File: src/rtl/mul_and_pkg.sv
// Shared constants and the reference (a*b)&c computation for the
// mul_and checker.
package mul_and_pkg;

  localparam int WIDTH_DEFAULT = 16;
  localparam int LATENCY_MAX   = 8;
  localparam int CALC_W        = 64;

  localparam logic [15:0] ERR_SAT = 16'hFFFF;

  // Callers zero-extend operands to CALC_W and keep only the low WIDTH bits,
  // which gives the product truncated to WIDTH before the AND with c.
  function automatic logic [CALC_W-1:0] calc_expected(
    input logic [CALC_W-1:0] op_a,
    input logic [CALC_W-1:0] op_b,
    input logic [CALC_W-1:0] op_c
  );
    return (op_a * op_b) & op_c;
  endfunction

endpackage

File: src/rtl/mul_and_delay.sv
// Valid + data shift register of DEPTH stages; only the valid tags are
// cleared by reset, data stages free-run.
module mul_and_delay
  import mul_and_pkg::*;
#(
  parameter int WIDTH = WIDTH_DEFAULT,
  parameter int DEPTH = 2
) (
  input  logic             clk,
  input  logic             rst,
  input  logic             in_valid,
  input  logic [WIDTH-1:0] in_data,
  output logic             out_valid,
  output logic [WIDTH-1:0] out_data
);

  logic [DEPTH-1:0] valid_q;
  logic [DEPTH-1:0] valid_d;
  logic [WIDTH-1:0] data_q [DEPTH];
  logic [WIDTH-1:0] data_d [DEPTH];

  always_comb begin
    valid_d[0] = in_valid;
    data_d[0]  = in_data;
    for (int i = 1; i < DEPTH; i++) begin
      valid_d[i] = valid_q[i-1];
      data_d[i]  = data_q[i-1];
    end
  end

  always_ff @(posedge clk) begin
    if (rst) begin
      valid_q <= '0;
    end else begin
      valid_q <= valid_d;
    end
  end

  always_ff @(posedge clk) begin
    data_q <= data_d;
  end

  assign out_valid = valid_q[DEPTH-1];
  assign out_data  = data_q[DEPTH-1];

endmodule

File: config.mk
export PLATFORM = sky130hd
export DESIGN_NAME = mul_and_delay
export DESIGN_NICKNAME = d
export VERILOG_FILES = /design/src/rtl/mul_and_pkg.sv /design/src/rtl/mul_and_delay.sv
export SDC_FILE = /design/constraint.sdc
export NUM_CORES = 1
export LEC_CHECK = 0
export ABC_AREA = 1
export CORE_UTILIZATION = 40
export CTS_CLUSTER_DIAMETER = 100
export CTS_CLUSTER_SIZE = 16
export DETAILED_ROUTE_END_ITERATION = 16
export DONT_BUFFER_PORTS = 1
export GPL_TIMING_DRIVEN = 1
export HOLD_SLACK_MARGIN = 0.08
export RECOVER_POWER = 25
export SLEW_MARGIN = 20
export SYNTH_ARGS = -nofsm -noshare
export SYNTH_HDL_FRONTEND = slang
export SYNTH_SLANG_ARGS = --single-unit
File: constraint.sdc
create_clock -name clk -period 1.8 [get_ports clk]
set_clock_uncertainty 0.2 [all_clocks]
set_input_delay 0.09 -clock clk [delete_from_list [all_inputs] [get_ports clk]]
set_output_delay 0.09 -clock clk [all_outputs]
set_load 0.01 [all_outputs]
==> flow_summary.json <==
{
  "setup_viol": 0,
  "fin_tns_setup_ns": 0,
  "place_area_um2": 716,
  "gp_congestion": 0.563,
  "gr-total-overflow": 0,
  "seq_power_share_pct": 58.9,
  "r2r-start": "valid_q[0]$_SDFF_PP0_",
  "p_int_mw": 1.11,
  "hold_violations": 0,
  "max_freq_ghz": 0.875,
  "syn_to_final_growth_pct": 42.1,
  "rows": 14,
  "grt_max_degree": 13,
  "rsz0062_at_grt": "false",
  "grt_pass1_wl_mm": 1.26,
  "antenna_cells": 0,
  "wl_per_cell_um": 10.9,
  "drive_above_1_share_pct": 12.3,
  "powerDensity_mw_per_mm2": 1400,
  "synth_area_um2": 696,
  "synth_seq_cells": 34,
  "netlist_instances": 38,
  "hp-class": "input port to flop",
  "arrival_ns": 1.17,
  "nets": 83,
  "die_x_um": 43.7,
  "critPathTopFamily": "buffers and inverters",
  "drc": 4,
  "core-area_mm2": 0.00156,
  "drt_iter0_drc": 10,
  "first_global_vias": 315,
  "clkTransAtPathRegs_ns": 0.10,
  "clkSinkCount": 34,
  "synth.distinct_cells": 3,
  "crit_path_top_delay_cell": "dlygate4sd3_1",
  "drtAntennaViolNets": 0,
  "worst_setup_path_start_kind": "input port",
  "post_cts.resized_instances": 0,
  "vias": 325,
  "cp-startpoint": "in_data[4]",
  "power.switching_mw": 0.269,
  "ios": 36,
  "antenna_found_initial": 0,
  "initial_utilization_pct": 44.6,
  "cap_violations": 0,
  "clockBufferDepth": 2,
  "clk-insertion-delay-late_ns": 0.32,
  "finalCritPeriodShare_pct": 63.5,
  "combPwrFrac_pct": 2.5,
  "final_area_um2": 988,
  "slew_headroom_pct": 91.7,
  "numCtsBuffers": 5,
  "status": "finished, violations left",
  "crit_path_cell_trace": "dlygate4sd3_1 > dlygate4sd3_1",
  "violations": "design-rule violations",
  "cpPeakStageDelay_ns": 0.55,
  "hold_ws_ns": 0.104,
  "final-max-slew-violation-count": 0,
  "cts_setup_buffers": 0,
  "tightest_slew_ns": 0.125,
  "synth_area_per_cell_um2": 18.3,
  "dr.pass1.iters": 9,
  "pwr-share-clk_pct": 38.6,
  "dieArea_mm2": 0.00191,
  "ir_drop_uv": 756,
  "path_common_cell": "dlygate4sd3_1",
  "swShare_pct": 19.5,
  "h-tree-depth": 2,
  "worst-path-buf-inv": 2,
  "root_buffer": "clkbuf_4",
  "p_leak_nw": 0.416,
  "synth_warnings": 0,
  "syn_nets": 57,
  "path_class": "input port to flop",
  "viasPerCell": 4.01,
  "crit_path_end_kind": "flop",
  "routed_wl_um": 885,
  "hold_buffers": 18,
  "io_buffers": 0,
  "cp_max_fo": 1,
  "required_ns": 1.82,
  "dieHeight_um": 43.7,
  "final.min_clock_period_ns": 1.14,
  "hold_start": "in_data[2]",
  "grt_usage_pct": 11.3,
  "design_power_total_mw": 1.38,
  "tritoncts": "built",
  "synth.yosys.seq_area_share_pct": 97.8
}
-- state kept, by name, summed over array words and instances (netlist names) --
signal    flops
out_data     16
valid_q       2
data_d       16
-- synth_stat cells, drive strengths merged --
master  number  area, um2
dfxtp       34        681
inv          2       7.51
nor2         2       7.51
-- final timing paths --
path | slack (ns) | to | cells past startpoint
max | 0.66 | data_d[4]$_DFF_P_ | 2
min | 0.10 | data_d[2]$_DFF_P_ | 1
max reg2reg | 1.12 | valid_q[1]$_SDFF_PP0_ | 2
min reg2reg | 0.13 | out_data[13]$_DFF_P_ | 0
-- layout by cell type (no fill, tap or decap) --
cell type / n
bufinv_16: 1
clkbuf_4: 5
clkinvlp_4: 2
dfxtp_1: 34
dlygate4sd3_1: 19
inv_1: 2
nor2_1: 2
-- through the flow --
| stage | std cells | setup slack [ns] | util, % |
|---|---|---|---|
| global route | 81 | 0.690 | 63.4 |
| CTS | 80 | 0.781 | 62.8 |
| floorplan | 38 | 1.15 | - |
| finish | 81 | 0.657 | 63.4 |
| detailed placement | 54 | 1.14 | 45.9 |
| global placement | 54 | 1.15 | 45.9 |
-- layout make-up --
cell class / instances / area [um2]
Clock buffer: 5 / 37.5
Timing Repair Buffer: 19 / 190
Sequential cell: 34 / 681
Clock inverter: 3 / 45.0
Inverter: 2 / 7.51
Multi-Input combinational cell: 2 / 7.51
Tap cell: 16 / 20.0
Fill cell: 117 / 571
-- routing by layer --
metal | GRT usage (%) | wire length (um) | vias up
met3 | 11.3 | 119 | 4
met1 | 7.03 | 269 | 132
met4 | 9.38 | 25 | 0
met5 | 0 | 0 | -
met2 | 18.2 | 471 | 24
li1 | - | - | 165
-- cell families (layout without fill, tap and decap cells) --
kind of cell / count (synthesis) / in the layout / synth area share, %
buffers and inverters: 2 / 29 / 1.08
DFF: 34 / 34 / 97.8
and+or+nand+nor: 2 / 2 / 1.08
-- power by group through the flow --
stage	clock (mW)	combinational [mW]	sequential, mW
after CTS	0.551	0.0323	0.814
after global placement	0	0.00165	0.831
after global routing	0.582	0.0368	0.818
after detailed placement	0	0.00180	0.832
final	0.533	0.0343	0.813
after floorplan	0	0.00152	0.828
(Power assumes the default switching activity.)
